## src/rtl/uart_mmio_pkg.sv

```systemverilog
// Shared definitions for the UART MMIO controller: register offsets and STATUS layout.
package uart_mmio_pkg;

    localparam logic [7:0] OffStatus   = 8'h00;
    localparam logic [7:0] OffRxData   = 8'h04;
    localparam logic [7:0] OffTxData   = 8'h08;
    localparam logic [7:0] OffCycle    = 8'h10;
    localparam logic [7:0] OffCycleClr = 8'h18;

    localparam int unsigned StTxReady    = 0;
    localparam int unsigned StRxValid    = 1;
    localparam int unsigned StTxDrop     = 2;
    localparam int unsigned StRxCountLsb = 8;
    localparam int unsigned StRxCountW   = 8;

    function automatic logic [31:0] pack_status(logic tx_ready, logic rx_valid, logic tx_drop,
                                                logic [StRxCountW-1:0] rx_count);
        logic [31:0] word;
        word = '0;
        word[StTxReady] = tx_ready;
        word[StRxValid] = rx_valid;
        word[StTxDrop]  = tx_drop;
        word[StRxCountLsb +: StRxCountW] = rx_count;
        return word;
    endfunction

endpackage

```

## src/rtl/uart_mmio_ctrl_sync_fifo.sv

```systemverilog
// Single-clock FIFO with occupancy count; DEPTH must be a power of two >= 2.
module sync_fifo #(
    parameter int unsigned WIDTH = 8,
    parameter int unsigned DEPTH = 8
) (
    input  logic                       clk_i,
    input  logic                       rst_i,
    input  logic                       push_i,
    input  logic [WIDTH-1:0]           wdata_i,
    input  logic                       pop_i,
    output logic [WIDTH-1:0]           rdata_o,
    output logic                       full_o,
    output logic                       empty_o,
    output logic [$clog2(DEPTH):0]     count_o
);

    localparam int unsigned Aw = $clog2(DEPTH);

    logic [WIDTH-1:0] mem_q [DEPTH];
    logic [Aw-1:0]    wptr_q, wptr_d;
    logic [Aw-1:0]    rptr_q, rptr_d;
    logic [Aw:0]      count_q, count_d;
    logic             do_push, do_pop;

    assign full_o  = (count_q == (Aw+1)'(DEPTH));
    assign empty_o = (count_q == '0);
    assign count_o = count_q;
    assign rdata_o = mem_q[rptr_q];

    // Requests against a full/empty FIFO are ignored here as a safety net.
    assign do_push = push_i && !full_o;
    assign do_pop  = pop_i && !empty_o;

    always_comb begin
        wptr_d  = wptr_q;
        rptr_d  = rptr_q;
        count_d = count_q;
        if (do_push) wptr_d = wptr_q + 1'b1;
        if (do_pop)  rptr_d = rptr_q + 1'b1;
        case ({do_push, do_pop})
            2'b10:   count_d = count_q + 1'b1;
            2'b01:   count_d = count_q - 1'b1;
            default: count_d = count_q;
        endcase
    end

    always_ff @(posedge clk_i) begin
        if (rst_i) begin
            wptr_q  <= '0;
            rptr_q  <= '0;
            count_q <= '0;
        end else begin
            wptr_q  <= wptr_d;
            rptr_q  <= rptr_d;
            count_q <= count_d;
        end
    end

    always_ff @(posedge clk_i) begin
        if (do_push) mem_q[wptr_q] <= wdata_i;
    end

endmodule

```

## src/rtl/uart_mmio_ctrl.sv

```systemverilog
// MMIO front end for the on-chip UART: TX holding register, RX path and cycle counter.
// Define UART_RX_FIFO_EN to buffer received bytes in a RX_FIFO_DEPTH-entry FIFO.
module uart_mmio_ctrl
    import uart_mmio_pkg::*;
#(
    parameter logic [3:0]  IO_BASE_NIBBLE = 4'h8,
    parameter int unsigned RX_FIFO_DEPTH  = 8
) (
    input  logic        clk,
    input  logic        rst,
    input  logic [31:0] io_addr,
    input  logic [31:0] io_wdata,
    input  logic        io_we,
    input  logic        io_re,
    output logic [31:0] io_rdata,
    output logic [7:0]  uart_tx_data,
    output logic        uart_tx_valid,
    input  logic        uart_tx_ready,
    input  logic [7:0]  uart_rx_data,
    input  logic        uart_rx_valid,
    output logic        uart_rx_ready
);

    localparam int unsigned CntW = $clog2(RX_FIFO_DEPTH) + 1;

    logic        sel;
    logic [7:0]  off;
    logic        rd_status, rd_rx, wr_tx, wr_clr;

    logic        hold_full_q, hold_full_d;
    logic [7:0]  hold_data_q, hold_data_d;
    logic        tx_drop_q, tx_drop_d;
    logic        tx_xfer;

    logic [31:0] cycle_q, cycle_d;
    logic [31:0] rdata_q, rdata_d;
    logic [31:0] rd_val;

    logic            rx_avail;
    logic [7:0]      rx_byte;
    logic [CntW-1:0] rx_cnt_raw;
    logic [7:0]      rx_count;

    logic unused_bits;
    assign unused_bits = ^{io_addr[27:8], io_wdata[31:8]};

    assign sel       = (io_addr[31:28] == IO_BASE_NIBBLE);
    assign off       = io_addr[7:0];
    assign rd_status = io_re && sel && (off == OffStatus);
    assign rd_rx     = io_re && sel && (off == OffRxData);
    assign wr_tx     = io_we && sel && (off == OffTxData);
    assign wr_clr    = io_we && sel && (off == OffCycleClr);

`ifdef UART_RX_FIFO_EN
    logic       fifo_full, fifo_empty, fifo_push, fifo_pop;
    logic [7:0] fifo_rdata;

    assign uart_rx_ready = !fifo_full;
    assign fifo_push     = uart_rx_valid && !fifo_full;
    assign fifo_pop      = rd_rx && !fifo_empty;
    assign rx_avail      = !fifo_empty;
    assign rx_byte       = fifo_rdata;

    sync_fifo #(
        .WIDTH (8),
        .DEPTH (RX_FIFO_DEPTH)
    ) u_rx_fifo (
        .clk_i   (clk),
        .rst_i   (rst),
        .push_i  (fifo_push),
        .wdata_i (uart_rx_data),
        .pop_i   (fifo_pop),
        .rdata_o (fifo_rdata),
        .full_o  (fifo_full),
        .empty_o (fifo_empty),
        .count_o (rx_cnt_raw)
    );
`else
    // Unbuffered: the UART byte is consumed directly by the RX_DATA read.
    assign uart_rx_ready = rd_rx && uart_rx_valid;
    assign rx_avail      = uart_rx_valid;
    assign rx_byte       = uart_rx_data;
    assign rx_cnt_raw    = CntW'(uart_rx_valid);
`endif

    assign rx_count = 8'(rx_cnt_raw);

    assign tx_xfer       = hold_full_q && uart_tx_ready;
    assign uart_tx_valid = hold_full_q;
    assign uart_tx_data  = hold_data_q;
    assign io_rdata      = rdata_q;

    always_comb begin
        hold_full_d = hold_full_q;
        hold_data_d = hold_data_q;
        tx_drop_d   = tx_drop_q;
        if (tx_xfer) hold_full_d = 1'b0;
        // A drop raised in the same cycle as a STATUS read must survive the clear.
        if (rd_status) tx_drop_d = 1'b0;
        if (wr_tx) begin
            if (!hold_full_q || tx_xfer) begin
                hold_full_d = 1'b1;
                hold_data_d = io_wdata[7:0];
            end else begin
                tx_drop_d = 1'b1;
            end
        end
    end

    assign cycle_d = wr_clr ? 32'd0 : cycle_q + 32'd1;

    always_comb begin
        rd_val = '0;
        if (sel) begin
            case (off)
                OffStatus: rd_val = pack_status(!hold_full_q, rx_avail, tx_drop_q, rx_count);
                OffRxData: rd_val = {24'd0, rx_avail ? rx_byte : 8'd0};
                // Reports the count including the read cycle itself.
                OffCycle:  rd_val = cycle_q + 32'd1;
                default:   rd_val = '0;
            endcase
        end
        rdata_d = io_re ? rd_val : rdata_q;
    end

    always_ff @(posedge clk) begin
        if (rst) begin
            hold_full_q <= 1'b0;
            hold_data_q <= 8'd0;
            tx_drop_q   <= 1'b0;
            cycle_q     <= 32'd0;
            rdata_q     <= 32'd0;
        end else begin
            hold_full_q <= hold_full_d;
            hold_data_q <= hold_data_d;
            tx_drop_q   <= tx_drop_d;
            cycle_q     <= cycle_d;
            rdata_q     <= rdata_d;
        end
    end

endmodule

```

## config.mk

```make
export PLATFORM = sky130hd
export DESIGN_NAME = uart_mmio_ctrl
export DESIGN_NICKNAME = d
export VERILOG_FILES = /design/src/rtl/uart_mmio_pkg.sv /design/src/rtl/uart_mmio_ctrl_sync_fifo.sv /design/src/rtl/uart_mmio_ctrl.sv
export SDC_FILE = /design/constraint.sdc
export NUM_CORES = 1
export LEC_CHECK = 0
export ABC_AREA = 1
export CAP_MARGIN = 20
export CORE_MARGIN = 1.5
export CORE_UTILIZATION = 30
export DETAILED_ROUTE_END_ITERATION = 8
export MAX_ROUTING_LAYER = met4
export SLEW_MARGIN = 5
export SYNTH_ARGS = -nofsm -noshare
export SYNTH_HDL_FRONTEND = slang
export SYNTH_SLANG_ARGS = --single-unit
```

## constraint.sdc

```tcl
create_clock -name clk -period 2.7 [get_ports clk]
set_clock_uncertainty 0.1 [all_clocks]
set_input_delay 0.27 -clock clk [delete_from_list [all_inputs] [get_ports clk]]
set_output_delay 0.27 -clock clk [all_outputs]
set_load 0.03 [all_outputs]
```

==> results.toml, run 1 <==
[run_status]
status = "finished, violations left"
violations = "design-rule violations"

[power]
p_total_w = 0.00230
combPwrFrac = 0.046
pwr-share-seq = 0.479
ir_drop_mv = 0.222
p_int_w = 0.00177
p_clk_frac = 0.475
powerDensity_nw_per_um2 = 486
switchingPower_w = 0.000529
power.leakage_nw = 1.74
swShare = 0.230

[worst_hold_path]
worstHoldPathType = "flip-flop to flip-flop"
holdPathStages = 2

[timing]
setup_tns_ps = 0
finalHoldWorstSlack_ps = 363
period_share = 0.775
rsz0062_at_grt = "no"
finalSetupViolCount = 0
fmax_mhz = 478
hold_viol_final = 0
maxSlewHeadroom = 0.666
slew_viol_final = 0
worst_pin_slew_ps = 500
fin_crit_ps = 2090
timing.final.ws_setup_ps = 608

[synth]
synth_top_area_frac = 0.415
yosysTopAreaCell = "dfxtp_1"
ys_types = 25
ys_ff_latch = 74
ys_warn_count = 0
synth_area_um2 = 3570
syn_avg_cell_area_um2 = 6.54
synthTopCellsByArea = "dfxtp_1 41%, nand2_1 21%, nor2_1 8.3%, a21oi_1 7.1%, inv_1 5.0%"
synth_cells = 546
synth_nets = 625
ys_seq_area_frac = 0.415

[place]
portBuffers = 75
dp_slack_ps = 593
hpwl_um = 6970
gp_congestion = 0.859
dp_cells = 755

[layout]
final_layout_size_suffix_gt1_frac = 0.0669
layout.nets = 702
layoutNonFillerInstCount = 771
num_antenna_cells = 0
final_common_cell = "nand2_1"
final_cell_mix = "198 x nand2_1, 79 x nor2_1, 74 x dfxtp_1, 74 x clkdlybuf4s50_1, 51 x a21oi_1"
syn_to_final_growth_pct = 32.2

[clocking]
post_cts_resize_count = 0
numCtsBuffers = 9
clockBufferDepth = 2
cts_sinks = 74
clockRootBuffer = "clkbuf_16"
post_cts_buffers = 0
hold_buffers = 0
clkTransAtPathRegs_ps = 60
cts_tree = "yes"
cts_max_level = 3
worstSkewPairLatency_ps = 330

[setup_path]
path_buf_inv = 3
crit_arrival_ps = 1720
reg2reg_depth = 8
path_common_cell = "nor2_1"
critPathMaxStageDelay_ps = 410
crit_slowest_cell = "clkdlybuf4s50_1"
cp-start-kind = "input port"
crit_family = "simple AND/OR/NAND/NOR gates"
path_class = "input port to output port"
path_depth = 7
path_cells = "clkdlybuf4s50_1 -> nor2_1 -> nand3_1 -> nor2_1 -> inv_1 -> nor4_1 -> buf_4"
crit_fanout = 3
required_ps = 2330
end_kind = "output port"

[global_routing]
grt_max_degree = 36
grt_first_pass_wirelength_um = 16000
grt_usage = 0.161
grt_overflow_total = 0
antenna_found_initial = 0
grt_pass1_vias = 3562

[floorplan]
num_io_pins = 120
fp.dieH_um = 112
coreArea_um2 = 11500
die_area_um2 = 12600
rows = 39
start_util = 0.310
dieWidth_um = 112

[flow_run]
drv_cap = 0

[detailed_routing]
via_per_inst = 4.56
drtAntennaViolNets = 0
post_drt_wl_per_cell_um = 11.9
drc = 2
first_pass_iters = 7
routed_wl_um = 9140
first_iter_violations = 107
route.vias.total = 3515
worst paths after layout:
kind / from / endpoint / slack [ps]
setup / recovery: io_addr[28] / uart_rx_ready / 610
setup reg to reg: cycle_q[0] / io_rdata[10] / 880
hold / removal: io_rdata[28] / io_rdata[28] / 360
hold reg to reg: io_rdata[28] / io_rdata[28] / 360
cell usage after synthesis, drive strengths merged:
master / count
a21oi: 52
and2: 3
buf: 4
clkbuf: 7
clkinv: 1
dfxtp: 74
ha: 1
inv: 49
nand2: 203
nand3: 32
nand3b: 5
nor2: 92
nor3: 2
nor4: 1
o21ai: 11
xnor2: 1
xor2: 8
worst min-delay path, stage by stage, from the launching register on:
cell and delay, ps:
dfxtp_1 310, nand2_1 60, a21oi_1 50
per-layer routing:
metal  GRT usage  vias to the layer above  part of all wire
met1       0.191                     1574              0.47
met5           -                        -                 0
met3      0.0362                        9             0.054
met2       0.266                       77              0.47
li1            -                     1855                 -
met4      0.0633                        0             0.010
power groups by stage:
| stage | registers [W] | clock network (W) | logic (W) |
|---|---|---|---|
| finish | 0.00110 | 0.00109 | 0.000106 |
| global route | 0.00110 | 0.00116 | 0.000117 |
| CTS | 0.00110 | 0.00112 | 0.000108 |
| detailed placement | 0.00112 | 0 | 0.000107 |
| global placement | 0.00112 | 0 | 0.000105 |
| floorplan | 0.00112 | 0 | 0.0000430 |
flip-flops by register name (all words and copies together), names as in the netlist:
register / flops
uart_tx_data: 8
tx_drop_q: 1
uart_tx_valid: 1
cycle_q: 32
io_rdata: 32
logic make-up after synthesis:
logic type	Yosys count	share of synthesized area
AND/OR/NAND/NOR	338	0.399
flip-flops	74	0.415
buffers and inverters	61	0.0708
XOR/XNOR	9	0.0221
adder cells (fa/ha/maj)	1	0.00350
AO/OA/AOI/OAI	63	0.0893
through the flow:
stage | util | instance area, um2
after floorplan | - | 3570
after global placement | 0.386 | 4450
after global routing | 0.410 | 4720
after CTS | 0.410 | 4720
final | 0.410 | 4720
after detailed placement | 0.386 | 4450
final cells by class:
class	instances	area [um2]
Fill cell	1251	6800
Tap cell	143	179
Clock inverter	7	46.3
Clock buffer	9	225
Inverter	50	189
Sequential cell	74	1480
Timing Repair Buffer	77	763
Multi-Input combinational cell	411	1840
Note: power is estimated with default switching activity, not from simulation.
==> run 2, diff against run 1 <==
==> constraint.sdc (replaced) <==
create_clock -name clk -period 1.85 [get_ports clk]
set_clock_uncertainty 0.1 [all_clocks]
set_input_delay 0.185 -clock clk [delete_from_list [all_inputs] [get_ports clk]]
set_output_delay 0.185 -clock clk [all_outputs]
set_load 0.03 [all_outputs]
==> run 2 against run 1 <==
Effect of this change:
- the run still ends with design-rule violations left
- register-to-register slack worse by 750 ps
- via count grew 1.4%
- flip-flop and latch count is the same
- power rose by 60%
- largest power group is now clock
==> results.toml, run 2 (synthesis results as in run 1) <==
[run_status]
status = "finished, violations left"
violations = "design-rule violations"

[setup_path]
reg2reg_depth = 8
crit_fanout = 5
reg2reg_slack_ps = 130
crit_family = "simple AND/OR/NAND/NOR gates"
crit_arrival_ps = 1890
r2r_end = "io_rdata[10]"
required_ps = 2020
cp-start-kind = "flip-flop"
path_common_cell = "nand2_2"
crit_slowest_cell = "dfxtp_1"
reg2reg_from = "cycle_q[0]"
path_buf_inv = 0
path_class = "flip-flop to flip-flop"
critPathMaxStageDelay_ps = 400
path_cells = "ha_1 -> nand2_2 -> nor2_4 -> nand2_2 -> nor2_2 -> xor2_1 -> nand2_1 -> a21oi_1"
path_depth = 8
end_kind = "flip-flop"

[power]
power.leakage_nw = 1.83
ir_drop_mv = 0.483
powerDensity_nw_per_um2 = 749

[detailed_routing]
post_drt_wl_per_cell_um = 11.7
drc = 2
met3_wirelength_um = 456
via_per_inst = 4.56
first_pass_iters = 7
routed_wl_um = 9150
routed.top_layer = "met4"
first_iter_violations = 136
wl_met2_um = 4290
drtAntennaViolNets = 0
drt-met1-wl_um = 4220
route.vias.total = 3563

[global_routing]
grt_usage = 0.160
grt_pass1_vias = 3639
grt_first_pass_wirelength_um = 16000
antenna_found_initial = 0
grt_overflow_total = 0
grt_max_degree = 33

[timing]
fmax_mhz = 581
finalSetupViolCount = 0
slew_viol_final = 0
period_share = 0.930
fin_crit_ps = 1720
timing.final.ws_setup_ps = 130
rsz0062_at_grt = "yes"
maxSlewHeadroom = 0.757
worst_pin_slew_ps = 364
hold_viol_final = 0
setup_tns_ps = 0

[place]
gp_congestion = 0.889
dp_slack_ps = -46.2
postPlaceCellArea_um2 = 4550
portBuffers = 75
hpwl_um = 7110

[floorplan]
rows = 39
start_util = 0.310
coreArea_um2 = 11500
die_area_um2 = 12600
num_io_pins = 120
dieWidth_um = 112
fp.dieH_um = 112

[clocking]
cts_sinks = 74
cts_tree = "yes"
numCtsBuffers = 9
clkTransAtPathRegs_ps = 60
worstSkewPairLatency_ps = 340
clockBufferDepth = 2
clockRootBuffer = "clkbuf_16"
cts_max_level = 3

[worst_hold_path]
min_from = "io_wdata[7]"
worstHoldPathType = "input port to flip-flop"
hold_path_end = "uart_tx_data[7]"
holdPathStages = 3

[layout]
final_layout_size_suffix_gt1_frac = 0.0862
syn_to_final_growth_pct = 37.0
layout.nets = 712
final_area_um2 = 4890
final_common_cell = "nand2_1"
final_cell_mix = "198 x nand2_1, 77 x nor2_1, 74 x dfxtp_1, 74 x clkdlybuf4s50_1, 51 x a21oi_1"
num_antenna_cells = 0

[flow_run]
drv_cap = 0
run 2: cell count changes in the layout (fill, tap and decap cells not counted), moves of 2 or more:
| cell | change |
|---|---|
| clkinvlp_4 | -2 |
| nor2_1 | -2 |
| bufinv_16 | +2 |
| buf_12 | +2 |
| buf_4 | +8 |
run 2: through the flow:
| step | power [W] | utilization | instances | hold slack [ps] |
|---|---|---|---|---|
| floorplan | 0.00170 | - | 546 | 220 |
| global placement | 0.00181 | 0.395 | 765 | 355 |
| detailed placement | 0.00181 | 0.395 | 765 | 356 |
| CTS | 0.00370 | 0.423 | 781 | 328 |
| global route | 0.00379 | 0.425 | 781 | 351 |
| finish | 0.00366 | 0.425 | 781 | 334 |
run 2: worst max path at each step:
stage	startpoint	end	slack, ps
CTS	io_addr[28]	uart_rx_ready	30
floorplan	io_addr[28]	uart_rx_ready	30
global route	cycle_q[0]	io_rdata[10]	-6
detailed placement	io_addr[1]	uart_tx_data[5]	-50
global placement	io_addr[1]	uart_tx_data[6]	4
finish	cycle_q[0]	io_rdata[10]	130
run 2: power breakdown:
group	leakage [nW]	internal [W]	switching [W]
combinational	1.07	0.0000928	0.0000806
sequential	0.596	0.00160	0.00000559
clock	0.156	0.00121	0.000670
total	1.83	0.00290	0.000756
run 2: what timing repair did:
| item | 4_1_cts | 5_1_grt |
|---|---|---|
| setup endpoints to repair | 0 | 4 |
| buffers inserted | 0 | 0 |
| resized for setup | 0 | 5 |
| hold buffers | 0 | 0 |
run 2: final cells by class:
type | instances | area (um2)
inverters | 50 | 189
well taps | 143 | 179
clock buffers | 11 | 243
multi-input cells | 411 | 1860
repair buffers | 87 | 863
flip-flops and latches | 74 | 1480
clock inverters | 5 | 77.6
fillers | 1239 | 6630
run 2: tightest hold or removal path: stages:
cell             delay, ps
clkdlybuf4s50_1        400
nor2_1                 100
nor2_1                  50
run 2: per-layer routing:
| metal | track usage | up-vias |
|---|---|---|
| met2 | 0.267 | 81 |
| li1 | - | 1881 |
| met4 | 0.0658 | 0 |
| met1 | 0.186 | 1581 |
| met3 | 0.0373 | 20 |
| met5 | - | - |
==> run 3, diff against run 2 <==
--- a/config.mk
+++ b/config.mk
@@ -6,7 +6,6 @@
 export NUM_CORES = 1
 export LEC_CHECK = 0
 export ABC_AREA = 1
-export CAP_MARGIN = 20
 export CORE_MARGIN = 1.5
 export CORE_UTILIZATION = 30
 export DETAILED_ROUTE_END_ITERATION = 8
==> results of run 3 <==
The final DEF is identical to that of run 2; final timing and power are the same.
